### config.mk
export PLATFORM = sky130hd
export DESIGN_NAME = rtc_bus_sequencer
export DESIGN_NICKNAME = d
export VERILOG_FILES = /design/src/rtl/rtc_bus_sequencer.sv
export SDC_FILE = /design/constraint.sdc
export NUM_CORES = 1
export LEC_CHECK = 0
export ABC_CLOCK_PERIOD_IN_PS = 2900
export CAP_MARGIN = 10
export CORE_ASPECT_RATIO = 0.7
export CORE_MARGIN = 4
export CORE_UTILIZATION = 40
export DETAILED_ROUTE_END_ITERATION = 10
export GPL_TIMING_DRIVEN = 0
export PLACE_DENSITY = 0.68
export RECOVER_POWER = 100
export SLEW_MARGIN = 20
export SYNTH_ARGS = -nofsm -noshare
export SYNTH_HDL_FRONTEND = slang
export SYNTH_SLANG_ARGS = --single-unit
### constraint.sdc
create_clock -name clk -period 2.9 [get_ports clk]
set_clock_uncertainty 0.15 [all_clocks]
set_input_delay 0.435 -clock clk [delete_from_list [all_inputs] [get_ports clk]]
set_output_delay 0.435 -clock clk [all_outputs]
set_load 0.05 [all_outputs]
### src/rtl/rtc_bus_sequencer.sv
`default_nettype none
// ============================================================================
// Module      : rtc_bus_sequencer
// Description : Turns one req/done handshake into a complete multiplexed
//               address/data bus cycle toward an external RTC chip. The
//               address phase always strobes with wr. The data phase strobes
//               with wr for writes and with rd for reads. Read data is taken
//               from ad_in on the clock edge that ends the data strobe.
//               Optional macro RTC_RD_CHECK_EN: takes a second ad_in sample
//               in the middle of the read strobe and flags rd_mismatch in the
//               done cycle if it differs from the final capture.
// Ports       : clk, reset (async, active low)
//               req/we/addr/wdata      : request side, sampled while idle
//               busy/done/rdata        : status and read result
//               rd_mismatch            : read double-sample disagreement
//               ad_out/ad_oe/ad_in     : AD tri-state buffer interface
//               a_d/cs/rd/wr           : RTC bus control pins (cs/rd/wr low)
// Revision    : 1.0 - initial release
// ============================================================================
module rtc_bus_sequencer #(
  parameter int unsigned T_SETUP = 2,
  parameter int unsigned T_PULSE = 10,
  parameter int unsigned T_HOLD  = 2,
  parameter int unsigned T_RECOV = 6
) (
  input  logic       clk,
  input  logic       reset,
  input  logic       req,
  input  logic       we,
  input  logic [7:0] addr,
  input  logic [7:0] wdata,
  output logic       busy,
  output logic       done,
  output logic [7:0] rdata,
  output logic       rd_mismatch,
  output logic [7:0] ad_out,
  output logic       ad_oe,
  input  logic [7:0] ad_in,
  output logic       a_d,
  output logic       cs,
  output logic       rd,
  output logic       wr
);

  // A parameter value of 0 is treated as a one-cycle phase.
  localparam logic [7:0] c_SETUP = (T_SETUP == 0) ? 8'd1 : 8'(T_SETUP);
  localparam logic [7:0] c_PULSE = (T_PULSE == 0) ? 8'd1 : 8'(T_PULSE);
  localparam logic [7:0] c_HOLD  = (T_HOLD  == 0) ? 8'd1 : 8'(T_HOLD);
  localparam logic [7:0] c_RECOV = (T_RECOV == 0) ? 8'd1 : 8'(T_RECOV);

  typedef enum logic [3:0] {
    S_IDLE      = 4'd0,
    S_ADDR_SU   = 4'd1,
    S_ADDR_STB  = 4'd2,
    S_ADDR_HOLD = 4'd3,
    S_DATA_SU   = 4'd4,
    S_DATA_STB  = 4'd5,
    S_DATA_HOLD = 4'd6,
    S_RECOV     = 4'd7
  } state_t;

  state_t     r_state;
  logic [7:0] r_cnt;
  logic       r_we;
  logic [7:0] r_addr;
  logic [7:0] r_wdata;

  logic       r_busy;
  logic       r_done;
  logic [7:0] r_rdata;
  logic [7:0] r_ad_out;
  logic       r_ad_oe;
  logic       r_a_d;
  logic       r_cs;
  logic       r_rd;
  logic       r_wr;

  state_t     w_next_state;
  logic [7:0] w_next_cnt;
  logic [7:0] w_len;
  logic       w_last;
  logic       w_accept;
  logic       w_we;
  logic [7:0] w_addr;
  logic [7:0] w_wdata;

  // Transaction attributes as they will be in the next cycle: on the accept
  // edge the registered copies are not loaded yet, so use the raw inputs.
  assign w_accept = (r_state == S_IDLE) && req;
  assign w_we     = w_accept ? we    : r_we;
  assign w_addr   = w_accept ? addr  : r_addr;
  assign w_wdata  = w_accept ? wdata : r_wdata;

  // Length of the phase currently being timed by the shared counter.
  always_comb begin
    w_len = 8'd1;
    case (r_state)
      S_ADDR_SU, S_DATA_SU:     w_len = c_SETUP;
      S_ADDR_STB, S_DATA_STB:   w_len = c_PULSE;
      S_ADDR_HOLD, S_DATA_HOLD: w_len = c_HOLD;
      S_RECOV:                  w_len = c_RECOV;
      default:                  w_len = 8'd1;
    endcase
  end

  assign w_last = (r_cnt == (w_len - 8'd1));

  always_comb begin
    w_next_state = r_state;
    w_next_cnt   = r_cnt;
    if (r_state == S_IDLE) begin
      w_next_cnt = 8'd0;
      if (req) begin
        w_next_state = S_ADDR_SU;
      end
    end else if (w_last) begin
      w_next_cnt = 8'd0;
      case (r_state)
        S_ADDR_SU:   w_next_state = S_ADDR_STB;
        S_ADDR_STB:  w_next_state = S_ADDR_HOLD;
        S_ADDR_HOLD: w_next_state = S_DATA_SU;
        S_DATA_SU:   w_next_state = S_DATA_STB;
        S_DATA_STB:  w_next_state = S_DATA_HOLD;
        S_DATA_HOLD: w_next_state = S_RECOV;
        default:     w_next_state = S_IDLE;
      endcase
    end else begin
      w_next_cnt = r_cnt + 8'd1;
    end
  end

  // Pin levels are decoded from the state being entered, so every bus pin
  // comes straight from a flop and changes exactly on phase boundaries.
  always_ff @(posedge clk or negedge reset) begin
    if (!reset) begin
      r_state  <= S_IDLE;
      r_cnt    <= 8'd0;
      r_we     <= 1'b0;
      r_addr   <= 8'd0;
      r_wdata  <= 8'd0;
      r_busy   <= 1'b0;
      r_done   <= 1'b0;
      r_rdata  <= 8'd0;
      r_ad_out <= 8'd0;
      r_ad_oe  <= 1'b0;
      r_a_d    <= 1'b1;
      r_cs     <= 1'b1;
      r_rd     <= 1'b1;
      r_wr     <= 1'b1;
    end else begin
      r_state <= w_next_state;
      r_cnt   <= w_next_cnt;
      if (w_accept) begin
        r_we    <= we;
        r_addr  <= addr;
        r_wdata <= wdata;
      end

      r_busy <= (w_next_state != S_IDLE);
      r_done <= (r_state == S_RECOV) && w_last;

      r_a_d    <= 1'b1;
      r_cs     <= 1'b1;
      r_rd     <= 1'b1;
      r_wr     <= 1'b1;
      r_ad_oe  <= 1'b0;
      r_ad_out <= 8'd0;
      case (w_next_state)
        S_ADDR_SU, S_ADDR_HOLD: begin
          r_a_d    <= 1'b0;
          r_ad_oe  <= 1'b1;
          r_ad_out <= w_addr;
        end
        S_ADDR_STB: begin
          r_a_d    <= 1'b0;
          r_ad_oe  <= 1'b1;
          r_ad_out <= w_addr;
          r_cs     <= 1'b0;
          r_wr     <= 1'b0;
        end
        S_DATA_SU, S_DATA_HOLD: begin
          r_ad_oe  <= w_we;
          r_ad_out <= w_we ? w_wdata : 8'd0;
        end
        S_DATA_STB: begin
          r_cs     <= 1'b0;
          r_wr     <= ~w_we;
          r_rd     <= w_we;
          r_ad_oe  <= w_we;
          r_ad_out <= w_we ? w_wdata : 8'd0;
        end
        default: begin
        end
      endcase

      // Final read capture on the edge that closes the data strobe.
      if ((r_state == S_DATA_STB) && !r_we && w_last) begin
        r_rdata <= ad_in;
      end
    end
  end

`ifdef RTC_RD_CHECK_EN
  localparam logic [7:0] c_PULSE_MID = c_PULSE >> 1;

  logic [7:0] r_mid;
  logic       r_rd_mismatch;

  // r_rdata already holds the final capture by the last RECOV cycle, so the
  // comparison there lines up with the done pulse.
  always_ff @(posedge clk or negedge reset) begin
    if (!reset) begin
      r_mid         <= 8'd0;
      r_rd_mismatch <= 1'b0;
    end else begin
      if ((r_state == S_DATA_STB) && !r_we && (r_cnt == c_PULSE_MID)) begin
        r_mid <= ad_in;
      end
      r_rd_mismatch <= (r_state == S_RECOV) && w_last && !r_we &&
                       (r_mid != r_rdata);
    end
  end

  assign rd_mismatch = r_rd_mismatch;
`else
  assign rd_mismatch = 1'b0;
`endif

  assign busy   = r_busy;
  assign done   = r_done;
  assign rdata  = r_rdata;
  assign ad_out = r_ad_out;
  assign ad_oe  = r_ad_oe;
  assign a_d    = r_a_d;
  assign cs     = r_cs;
  assign rd     = r_rd;
  assign wr     = r_wr;

endmodule
`default_nettype wire
==> flow_metrics.tcl <==
set metrics [dict create \
    relSlewSlack 0.154 \
    min_period_ns 2.78 \
    areaGrowthSynthToFinish_pct 29.3 \
    initial_utilization 0.421 \
    setup_tns_ns 0 \
    total_power_mw 3.41 \
    first_global_vias 1785 \
    firstDrtPassIters 4 \
    synth_top_family_by_area "simple AND/OR/NAND/NOR gates" \
    crit_arrival_ns 2.81 \
    final_common_cell "dfrtp_1" \
    vias 1779 \
    rr_endpoint "rdata[5]" \
    yosys-top-cells-area "dfrtp_1, mux2_4, dfstp_2" \
    portBuffers 50 \
    power_density_nw_per_um2 1080 \
    async_reset_ff_frac 1.00 \
    place_congestion 0.903 \
    drtAntennaViolNets 0 \
    netlist_area_um2 2440 \
    fillers 517 \
    final-seq-area_um2 1310 \
    grt_pass1_wl_um 8920 \
    worstSetupEndpoint "rdata[5]" \
    grtUsageTotal 0.153 \
    ff2ff_path_depth 8 \
    wirelength_um 5300 \
    syn_nets 239 \
    drive_gt1_frac 0.115 \
    synth-xor-area-share 0.0358 \
    die_area_um2 7450 \
    drv_slew 0 \
    seq_area_frac_synth 0.534 \
    viasPerCell 5.17 \
    rows 23 \
    clock_path_buffers 2 \
    cts_root_buf "clkbuf_8" \
    synthSimpleGateAreaFrac 0.138 \
    die_h_um 73.4 \
    timing.final.crit_share 0.957 \
    dp.cells 335 \
    route.detailed.drc 0 \
    synth_fa_ha_area_frac 0.00512 \
    n_antenna_cell 0 \
    p_comb_frac 0.505 \
    die_w_um 101 \
    cts_tree "built" \
    final_cells 344 \
    grt-ovfl-total 0 \
    setup_violations 0 \
    fin_util 0.544 \
    endpoint_kind "flip-flop" \
    critPathKind "reg2reg" \
    crit_start "r_state[3]" \
    r2r_slack_ns 0.12 \
    numCtsBuffers 5 \
    grt_antenna_before_repair 0 \
    cts.htree.levels 2 \
    r2r-start "r_state[3]" \
    seqPwrFrac 0.343 \
    synth_compound_area_frac 0.114 \
    cp_max_fo 10 \
    layout_common_cells "dfrtp_1, clkdlybuf4s50_1, dlygate4sd3_1" \
    clock_insertion_delay_worst_skew_ns 0.31 \
    synthDistinctLibCells 46 \
    yosys_warnings 0 \
    multiInputGateArea_um2 1040 \
    synth_area_per_cell_um2 11.6 \
    synthMuxAreaShare 0.127 \
    ioPinCount 52 \
    hold_viol_final 0 \
    synth_top_area_frac 0.491 \
    cts_hold_buf 0 \
    switching_share 0.440 \
    irDropWorstVdd_uv 442 \
    status "completed" \
    holdWs_ns 0.247 \
    cts_sinks 52 \
    leakage_nw 1.42 \
    rsz0062_at_grt "false" \
    cap_violations 0 \
    max_freq_mhz 360 \
    ys_seq_elements 52 \
    synthFlopType "dfrtp_1" \
    nNetsFinal 297 \
    hp-class "in2async" \
    grt_max_degree 53 \
    worst_slew_pin_slew_ns 1.27 \
    p_int_mw 1.91 \
    drtIter0Drc 127 \
    core_area_um2 5810 \
    synth_edf_count 0 \
    pwr-share-clk 0.153 \
    clk_pin_slew_ns 0.10 \
    startpoint_type "flip-flop" \
    syn_inst 210 \
    hpwl_um 3790 \
    cp_data_required_time_ns 2.93 \
    synth_top_area_cell "dfrtp_1" \
    switchingPower_mw 1.50 \
    wl_per_cell_um 15.4 \
]
-- flip-flops by register name, indices dropped and copies added (netlist names) --
register	count
r_cnt	8
done	1
r_we	1
ad_out	8
r_wdata	8
r_state	4
rd	1
wr	1
rdata	8
cs	1
busy	1
a_d	1
r_addr	8
ad_oe	1
-- power by group through the flow --
stage               Clock, mW  Sequential [mW]  Combinational, mW
finish                  0.521             1.17               1.72
global route            0.559             1.20               1.87
CTS                     0.538             1.18               1.79
detailed placement          0             1.19               1.77
global placement            0             1.19               1.74
floorplan                   0             1.60              0.839
-- final cells by class --
cell class              instances  share of cell area
clock inverters                 2              0.0123
well taps                      75              0.0297
clock buffers                   6              0.0261
plain buffers                  11              0.0186
multi-input cells             135               0.328
inverters                      12              0.0143
repair buffers                 51               0.158
flip-flops and latches         52               0.413
-- worst max-delay path, cell delays in order (launching register included) --
cell,delay (ns)
dfrtp_1,0.40
buf_2,0.21
nor4bb_1,0.41
a31oi_1,0.15
xnor2_2,0.33
nand2_4,0.09
or4_4,0.41
buf_4,0.19
mux2_1,0.32
-- synth_stat cells (4+ instances only) --
cell type	n
nand3_1	8
a21oi_1	6
nand2_1	8
xor2_1	5
mux2i_1	9
nor3_1	7
o211ai_1	9
mux2_4	8
mux2_2	9
nor2_1	13
inv_1	11
xnor2_1	5
clkbuf_1	6
o21ai_0	13
dfstp_2	4
dfrtp_1	48
-- through the flow --
step / setup slack (ns) / instance area, µm²
after floorplan: 0.183 / 2440
after global placement: -0.327 / 3040
after detailed placement: 0.0294 / 3040
after CTS: 0.0548 / 3170
after global routing: 0.0189 / 3160
final: 0.124 / 3160
-- worst min path at each step --
stage	startpoint	endpoint	slack (ns)	cells after the start
final	reset	ad_out[3]	0.25	1
after floorplan	reset	ad_oe	-0.01	0
after CTS	reset	r_addr[1]	0.02	1
after global placement	r_addr[3]	r_addr[3]	0.31	2
after detailed placement	r_addr[2]	r_addr[2]	0.32	2
after global routing	reset	r_cnt[4]	0.36	1
-- metal layers --
| metal | global-route usage | up-vias | routed length (µm) |
|---|---|---|---|
| met5 | 0 | - | 0 |
| met4 | 0.0354 | 0 | 37 |
| met1 | 0.224 | 857 | 2570 |
| met3 | 0.0493 | 5 | 465 |
| li1 | - | 856 | - |
| met2 | 0.222 | 61 | 2230 |
-- cell families after synthesis --
group,after synthesis
simple gates,55
flops,52
compound gates,42
mux,26
buf+inv,23
xor+xnor,10
fa+ha+maj,1
other cells,1
-- what timing repair did --
action,4_1_cts,5_1_grt
setup buffers,1,0
pin swaps,1,1
setup endpoints to repair,1,17
resized for setup,0,3
No activity file was read; power rests on OpenSTA's default activity.
